--- config.mk ---
export PLATFORM = sky130hd
export DESIGN_NAME = conv135_window_sequencer
export DESIGN_NICKNAME = d
export VERILOG_FILES = /design/src/rtl/conv135_window_sequencer.sv
export SDC_FILE = /design/constraint.sdc
export NUM_CORES = 1
export LEC_CHECK = 0
export CORE_MARGIN = 4
export CORE_UTILIZATION = 40
export DETAILED_ROUTE_END_ITERATION = 10
export PLACE_DENSITY = 0.68
export SETUP_SLACK_MARGIN = 0.02
export SYNTH_ARGS = -nofsm -noshare
export SYNTH_HDL_FRONTEND = slang
export SYNTH_SLANG_ARGS = --single-unit
--- constraint.sdc ---
create_clock -name clk -period 18.4 [get_ports clk]
set_clock_uncertainty 0.05 [all_clocks]
set_input_delay 2.76 -clock clk [delete_from_list [all_inputs] [get_ports clk]]
set_output_delay 2.76 -clock clk [all_outputs]
set_load 0.01 [all_outputs]
--- src/rtl/conv135_window_sequencer.sv ---
// -----------------------------------------------------------------------------
// conv135_window_sequencer
//
// Sequencing controller for the 135-degree grouped-coefficient convolution
// datapath. Holds the five Gabor coefficients for a run and drives them to the
// datapath, accepts 5x5 windows from the line-buffer window generator, captures
// the five grouped products the datapath returns for each accepted window,
// sums them into one filter response and emits it tagged with its output-pixel
// coordinates. Frame progress is tracked with row/column tag counters and a
// one-cycle done pulse marks the end of a frame.
//
// Ports
//   clk, rst               clock; asynchronous active-high reset
//   cfg_we/addr/data       coefficient write port (honoured in IDLE only,
//                          addresses 5..7 ignored)
//   coeff1..coeff5         registered coefficients to the datapath
//   start, abort           frame start; synchronous frame abandon (abort wins)
//   busy, done             busy in RUN/DRAIN; one-cycle end-of-frame pulse
//   win_valid/win_ready    window handshake from the window generator
//   prod1..prod5           datapath products for the presented window (same cycle)
//   out_valid/out_ready    response handshake to downstream
//   out_data               signed sum of the five products
//   out_row, out_col       0-based output-pixel coordinates of out_data
//   dbg_state              FSM state (0 IDLE, 1 RUN, 2 DRAIN, 3 DONE)
//
// Handshake rule (both ports): a transfer happens on a rising edge where
// valid and ready are both high. The producer holds valid and its payload
// stable until that edge; ready may depend combinationally on this block's
// registered state and on out_ready, never on win_valid.
// -----------------------------------------------------------------------------
module conv135_window_sequencer #(
    parameter int IMG_WIDTH   = 516,
    parameter int IMG_HEIGHT  = 516,
    parameter int KERNEL_SIZE = 5,
    parameter int COEFF_W     = 17,
    parameter int PROD_W      = 26,
    parameter int SUM_W       = 29
) (
    input  logic               clk,
    input  logic               rst,
    input  logic               cfg_we,
    input  logic [2:0]         cfg_addr,
    input  logic [COEFF_W-1:0] cfg_data,
    output logic [COEFF_W-1:0] coeff1,
    output logic [COEFF_W-1:0] coeff2,
    output logic [COEFF_W-1:0] coeff3,
    output logic [COEFF_W-1:0] coeff4,
    output logic [COEFF_W-1:0] coeff5,
    input  logic               start,
    input  logic               abort,
    output logic               busy,
    output logic               done,
    input  logic               win_valid,
    output logic               win_ready,
    input  logic [PROD_W-1:0]  prod1,
    input  logic [PROD_W-1:0]  prod2,
    input  logic [PROD_W-1:0]  prod3,
    input  logic [PROD_W-1:0]  prod4,
    input  logic [PROD_W-1:0]  prod5,
    output logic               out_valid,
    input  logic               out_ready,
    output logic [SUM_W-1:0]   out_data,
    output logic [15:0]        out_row,
    output logic [15:0]        out_col,
    output logic [1:0]         dbg_state
);

    localparam int OW = IMG_WIDTH - KERNEL_SIZE + 1;
    localparam int OH = IMG_HEIGHT - KERNEL_SIZE + 1;
    localparam logic [15:0] LAST_COL = 16'(OW - 1);
    localparam logic [15:0] LAST_ROW = 16'(OH - 1);
    localparam int EXT_W = SUM_W - PROD_W;

    typedef enum logic [1:0] {
        ST_IDLE  = 2'd0,
        ST_RUN   = 2'd1,
        ST_DRAIN = 2'd2,
        ST_DONE  = 2'd3
    } state_t;

    state_t state_q, state_d;
    logic   busy_q, done_q;
    logic [15:0] row_q, col_q;

    logic [COEFF_W-1:0] coeff1_q, coeff2_q, coeff3_q, coeff4_q, coeff5_q;

    logic               s1_valid_q, s1_valid_d;
    logic [PROD_W-1:0]  s1_prod_q [5];
    logic [15:0]        s1_row_q, s1_col_q;

    logic               s2_valid_q, s2_valid_d;
    logic [SUM_W-1:0]   out_data_q;
    logic [15:0]        out_row_q, out_col_q;

    logic               s1_advance;
    logic               win_accept;
    logic               last_window;
    logic [SUM_W-1:0]   s1_sum;

    // S1 may hand its contents to S2 whenever S2 is empty or being drained.
    assign s1_advance  = ~s2_valid_q | out_ready;
    assign win_ready   = (state_q == ST_RUN) & (~s1_valid_q | s1_advance);
    assign win_accept  = win_valid & win_ready;
    assign last_window = (row_q == LAST_ROW) & (col_q == LAST_COL);

    // Pipeline occupancy for the next cycle. An accept refills S1 in the same
    // cycle it empties into S2; abort flushes both stages.
    always_comb begin
        s1_valid_d = s1_valid_q;
        s2_valid_d = s2_valid_q;
        if (s1_advance) begin
            s2_valid_d = s1_valid_q;
            s1_valid_d = 1'b0;
        end
        if (win_accept) begin
            s1_valid_d = 1'b1;
        end
        if (abort) begin
            s1_valid_d = 1'b0;
            s2_valid_d = 1'b0;
        end
    end

    always_comb begin
        state_d = state_q;
        case (state_q)
            ST_IDLE:  if (start) state_d = ST_RUN;
            ST_RUN:   if (win_accept && last_window) state_d = ST_DRAIN;
            // Leaves on the edge where the final response handshakes.
            ST_DRAIN: if (!s1_valid_d && !s2_valid_d) state_d = ST_DONE;
            ST_DONE:  state_d = ST_IDLE;
            default:  state_d = ST_IDLE;
        endcase
        if (abort) begin
            state_d = ST_IDLE;
        end
    end

    // FSM, registered status outputs and the output-pixel tag counters.
    always_ff @(posedge clk or posedge rst) begin
        if (rst) begin
            state_q <= ST_IDLE;
            busy_q  <= 1'b0;
            done_q  <= 1'b0;
            row_q   <= 16'd0;
            col_q   <= 16'd0;
        end else begin
            state_q <= state_d;
            busy_q  <= (state_d == ST_RUN) || (state_d == ST_DRAIN);
            done_q  <= (state_d == ST_DONE);
            if (abort || (state_q == ST_IDLE && start)) begin
                row_q <= 16'd0;
                col_q <= 16'd0;
            end else if (win_accept) begin
                if (col_q == LAST_COL) begin
                    col_q <= 16'd0;
                    row_q <= (row_q == LAST_ROW) ? 16'd0 : row_q + 16'd1;
                end else begin
                    col_q <= col_q + 16'd1;
                end
            end
        end
    end

    // Coefficients only change between frames; abort leaves them intact.
    always_ff @(posedge clk or posedge rst) begin
        if (rst) begin
            coeff1_q <= '0;
            coeff2_q <= '0;
            coeff3_q <= '0;
            coeff4_q <= '0;
            coeff5_q <= '0;
        end else if (cfg_we && state_q == ST_IDLE) begin
            case (cfg_addr)
                3'd0:    coeff1_q <= cfg_data;
                3'd1:    coeff2_q <= cfg_data;
                3'd2:    coeff3_q <= cfg_data;
                3'd3:    coeff4_q <= cfg_data;
                3'd4:    coeff5_q <= cfg_data;
                default: ;
            endcase
        end
    end

    // Sign-extended sum of the S1 products; three guard bits cover 5 terms.
    always_comb begin
        s1_sum = '0;
        for (int i = 0; i < 5; i++) begin
            s1_sum = s1_sum + {{EXT_W{s1_prod_q[i][PROD_W-1]}}, s1_prod_q[i]};
        end
    end

    // Two-stage datapath: S1 captures products and tag, S2 holds the response.
    always_ff @(posedge clk or posedge rst) begin
        if (rst) begin
            s1_valid_q <= 1'b0;
            s2_valid_q <= 1'b0;
            for (int i = 0; i < 5; i++) begin
                s1_prod_q[i] <= '0;
            end
            s1_row_q   <= 16'd0;
            s1_col_q   <= 16'd0;
            out_data_q <= '0;
            out_row_q  <= 16'd0;
            out_col_q  <= 16'd0;
        end else begin
            s1_valid_q <= s1_valid_d;
            s2_valid_q <= s2_valid_d;
            if (win_accept) begin
                s1_prod_q[0] <= prod1;
                s1_prod_q[1] <= prod2;
                s1_prod_q[2] <= prod3;
                s1_prod_q[3] <= prod4;
                s1_prod_q[4] <= prod5;
                s1_row_q     <= row_q;
                s1_col_q     <= col_q;
            end
            if (s1_valid_q && s1_advance) begin
                out_data_q <= s1_sum;
                out_row_q  <= s1_row_q;
                out_col_q  <= s1_col_q;
            end
        end
    end

    assign coeff1    = coeff1_q;
    assign coeff2    = coeff2_q;
    assign coeff3    = coeff3_q;
    assign coeff4    = coeff4_q;
    assign coeff5    = coeff5_q;
    assign busy      = busy_q;
    assign done      = done_q;
    assign out_valid = s2_valid_q;
    assign out_data  = out_data_q;
    assign out_row   = out_row_q;
    assign out_col   = out_col_q;
    assign dbg_state = state_q;

endmodule

After elaboration in Yosys (flattened, before gate mapping)

Cells that the tools add are included.

$add $sub $neg: 6
Equal/unequal tests: 12
Muxes and demuxes: 17
Bitwise gates (word level): 7
Reductions and logical operators: 19

Operators with widths:

| operator                                                                | count |
|---|---|
| 16-bit 2-to-1 mux                                                       | 7 |
| 16-bit by 1-bit adder with 16-bit output (second input constant)        | 2 |
| 16-bit by 9-bit equality test with 1-bit output (second input constant) | 2 |
| 28-bit by 26-bit adder with 29-bit output                               | 1 |
| 29-bit adder                                                            | 1 |
| 27-bit by 26-bit adder with 28-bit output                               | 1 |
| 26-bit by 26-bit adder with 27-bit output                               | 1 |
| 2-bit AND reduction                                                     | 6 |
| 2-bit equality test (second input constant)                             | 4 |
| 2-bit 2-to-1 mux                                                        | 4 |
| 2-bit one-hot mux with 4 select lines                                   | 1 |
| 3-bit by 2-bit equality test with 1-bit output (second input constant)  | 2 |
| 1-bit logical AND                                                       | 5 |
| 1-bit 2-to-1 mux                                                        | 5 |
| 2-bit by 1-bit equality test with 1-bit output (second input constant)  | 2 |
| 2-bit nonzero test                                                      | 2 |
| 1-bit AND                                                               | 3 |
| 3-bit by 1-bit equality test with 1-bit output (second input constant)  | 1 |
| 3-bit equality test (second input constant)                             | 1 |
| 3-bit zero test                                                         | 1 |
| 1-bit zero test                                                         | 2 |
| 2-bit zero test                                                         | 1 |
| 1-bit logical OR                                                        | 2 |
| 1-bit NOT                                                               | 2 |
| 1-bit bitwise OR                                                        | 2 |

Register bits after elaboration: 346
Logic and storage cells: 83

Longest topological paths before layout

Depth in word-level cells: 14
Mapped depth: 16

Worst setup path before layout

OpenSTA, ideal clock, no wires.

Path type: input port to output port
Start: input out_ready
End: output win_ready
Data arrival time: 3.113 ns
Required time: 15.590 ns
Path slack: 12.477 ns
Stages: 2
Cell sequence: nand3b_1 -> and2_1

Longest elaborated chain between the ends: 3

Ends and longest elaborated chain:

| item               | RTL line | RTL |
|---|---|---|
| start: declaration | 61       | `input logic out_ready,` |
| 1-bit bitwise OR   | 101      | `assign s1_advance = ~s2_valid_q \| out_ready;` |
| 1-bit bitwise OR   | 102      | `assign win_ready = (state_q == ST_RUN) & (~s1_valid_q \| s1_advance);` |
| 1-bit AND          | 102      |  |
| end: declaration   | 54       | `output logic win_ready,` |

Every way passes these cells.

Worst setup path after layout

Ends and elaborated chain as after synthesis.

==> run metrics <==
Clock Tree Root=clkbuf_16; Clock power frac=0.198; setup_tns=0 ns; die area=around 46,000 sq um; Max VDD drop=0.1281 mV; Psw=1718 uW; final setup vio count=0; outcome=finished, final reports clean; Max-Cap Viols=0; post-route ant nets=0; Leakage=0.01060 uW; worst-path cell chain=clkdlybuf4s50_1, nand3b_1, and2_1, clkdlybuf4s50_1; Crit path buffers/inverters=2; CP max FO=4; maximum buffer depth of the clock tree=3; Multi-input gate area=between 7000 and 8000 sq um; cell area after synthesis=17,050 sq um; via count of the first global-routing pass=around 13,000; delay-heaviest family, CP=buffers and inverters; Syn. warnings=0; unrepaired setup endpoints after global routing=false; Slew Limit Fails=0; startpoint types=input pin; Tcrit/Tclk final=0.3755; EDFF count, synth=0; hold_buf cts=0; NumNets Final=2,297; largest net degree at the start of global routing=175; flop-to-flop setup slack=13.76 ns; worst r2r dst=out_data[27]$_DFFE_PP0P_; area leader, netlist=dfrtp_1; Hold EP=out_row[13]$_DFFE_PP0P_; Core Region=42,040 sq um; Sw Ratio=0.4228; reg2reg path depth=14; # IOs=309; H-tree levels=2; Clock Sinks=between 300 and 400; setup ws final=11.49 ns; Slew @ Worst Pin=1.143 ns; Tot Pwr=just over 4000 uW; Synth area leaders=dfrtp_1 51%, nand2_1 10%, fa_1 9.4%; setup bufs post-CTS=0; critical path arrival=4.10 ns; CTS tree=done; Hold Crit Class=reg2reg; Synth Flop Type=dfrtp_1; Avg Cell Area, Syn=9.842 sq um; max incr delay on CP=0.53 ns; critical path class=in2out; relative slew slack=0.2356; Clk Latency, worst-skew pair=0.55 ns; cts repair resizes=0; DP Worst Slack=between 10 and 15 ns; First-pass DRT Iterations=5; share of flip-flops with an asynchronous set or reset=1.000; grt ovf=0; first-pass GRT wire length=72.64 mm; CTS Buf Count=40; DP Wirelength=31.14 mm; minimum clock period=about 7 ns; routed length per instance=16.86 um; Final Core Density=0.5226; most frequent cells in the layout=453 x nand2_1, 346 x dfrtp_1, 308 x clkdlybuf4s50_1; launch point of the worst path=out_ready; drt drc=0; post-route cell area=about 22,000 sq um; hold_sp=s1_row_q[13]$_DFFE_PP0P_; CTS clk-pin slew, worst paths=0.06 ns; register area=slightly below 9000 sq um; most frequent CP cell=clkdlybuf4s50_1; slowest stage cell, crit path=clkdlybuf4s50_1; initial antenna violation count=2; FF+latch count, synth=346; Syn Nets=2,001; die width=214.4 um; Pwr per Cell Area=185.0 nW/um^2; Die H=214.4 um; Data required, critical path=15.59 ns; Unique masters post-synth=60; sequential-to-total area share from yosys stat=0.5079; Cells after Synth=approximately 1,700; total number of vias=12,640; Area growth, synth to finish=28.88%; Sequential Power Share=0.239; Comb power frac=0.563; most common cell after layout, fill and taps aside=nand2_1; DRT iter0 DRCs=838; post-synth top area share=0.5079; final hold vios=0; Pint=2346 uW; Via-to-Cell Ratio=approximately 4.9; routed wire length=43.83 mm; Buffers on Ports=308; share of post-route cells with drive strength above 1=0.08455; Fill cells=3,787; Post-DP Area=20,650 sq um; GR Util All Layers=0.1930; worst hold path depth=2; starting density of the core=0.4055; routability cong.=0.8329; FMAX=~0.14 GHz; CP Capture Type=output pin; RR Startpoint=s1_prod_q[27]$_DFFE_PP0P_; Site Rows=75
==> kinds of logic (layout without fill, tap and decap cells) <==
kind of cell | count (synthesis) | after routing | share of synthesized area
AOI/OAI and AO/OA | 230 | 230 | 0.07656
xor gates and xnor gates | 47 | 47 | 0.02415
adders and majority gates | 112 | 112 | 0.1174
buffers and inverters | 315 | 641 | 0.07076
DFF | 346 | 346 | 0.5079
muxes | 86 | 86 | 0.05674
other | 0 | 2 | 0
and+or+nand+nor | 596 | 596 | 0.1464
==> flip-flops by register name (all words and copies together), names as in the netlist, 16 cells and up <==
| register | count |
|---|---|
| coeff2 | 17 |
| s1_col_q | 16 |
| coeff5 | 17 |
| out_col | 16 |
| out_data | 29 |
| row_q | 16 |
| s1_row_q | 16 |
| coeff4 | 17 |
| coeff3 | 17 |
| out_row | 16 |
| coeff1 | 17 |
| s1_prod_q | 130 |
| col_q | 16 |
==> power groups by stage <==
stage	clock network, uW	logic (uW)	registers, uW
after CTS	827	2300	973
after detailed placement	0	2280	985
after global routing	859	2590	989
after global placement	0	2250	977
final	803	2290	971
after floorplan	0	1570	1010
==> worst register-to-register path: cells and delay by family (launching register included) <==
kind	cells	cell delay [ns]
adder cells (fa/ha/maj)	5	2.19
AO/OA/AOI/OAI	5	1.38
flip-flops	1	0.36
XOR/XNOR	1	0.18
buffers and inverters	2	0.17
AND/OR/NAND/NOR	1	0.14
==> area by class of cell <==
cell class / count / share of cell area
clock buffer: 59 / 0.05296
tap: 539 / 0.03070
inverter: 253 / 0.04357
antenna: 2 / 0.0002278
clock inverter: 13 / 0.007005
timing repair buffer: 316 / 0.1436
multi-input combinational: 1071 / 0.3278
sequential: 346 / 0.3941
==> per-stage QoR <==
step                      instances  hold slack, ns
after detailed placement       2525          0.4023
after CTS                      2597          0.4146
after global placement         2525          0.3995
final                          2599          0.4060
after floorplan                1732          0.3886
after global routing           2599          0.4370
==> synth_stat cells, types with 19 or more instances <==
cell	instances
a21oi_1	38
clkbuf_1	35
dfrtp_1	346
fa_1	80
ha_1	32
inv_1	253
mux2_2	85
nand2_1	453
nor2_1	50
o21ai_0	140
xnor2_1	19
xor2_1	28
==> routing by layer <==
layer	vias to the layer above	global-route usage	routed length, um
met2	291	0.3196	21110
met5	-	0	0
met3	87	0.03939	2241
met4	0	0.06311	1311
met1	6214	0.2565	19160
li1	6051	-	-
==> worst max path at each step <==
stage / end / slack (ns) / cells past startpoint
finish: win_ready / 11.49 / 4
global route: win_ready / 11.44 / 4
CTS: win_ready / 11.48 / 4
detailed placement: win_ready / 11.50 / 4
global placement: win_ready / 11.49 / 4
floorplan: busy$_DFF_PP0_ / 6.00 / 1
Power figures use the tool's default switching activity.
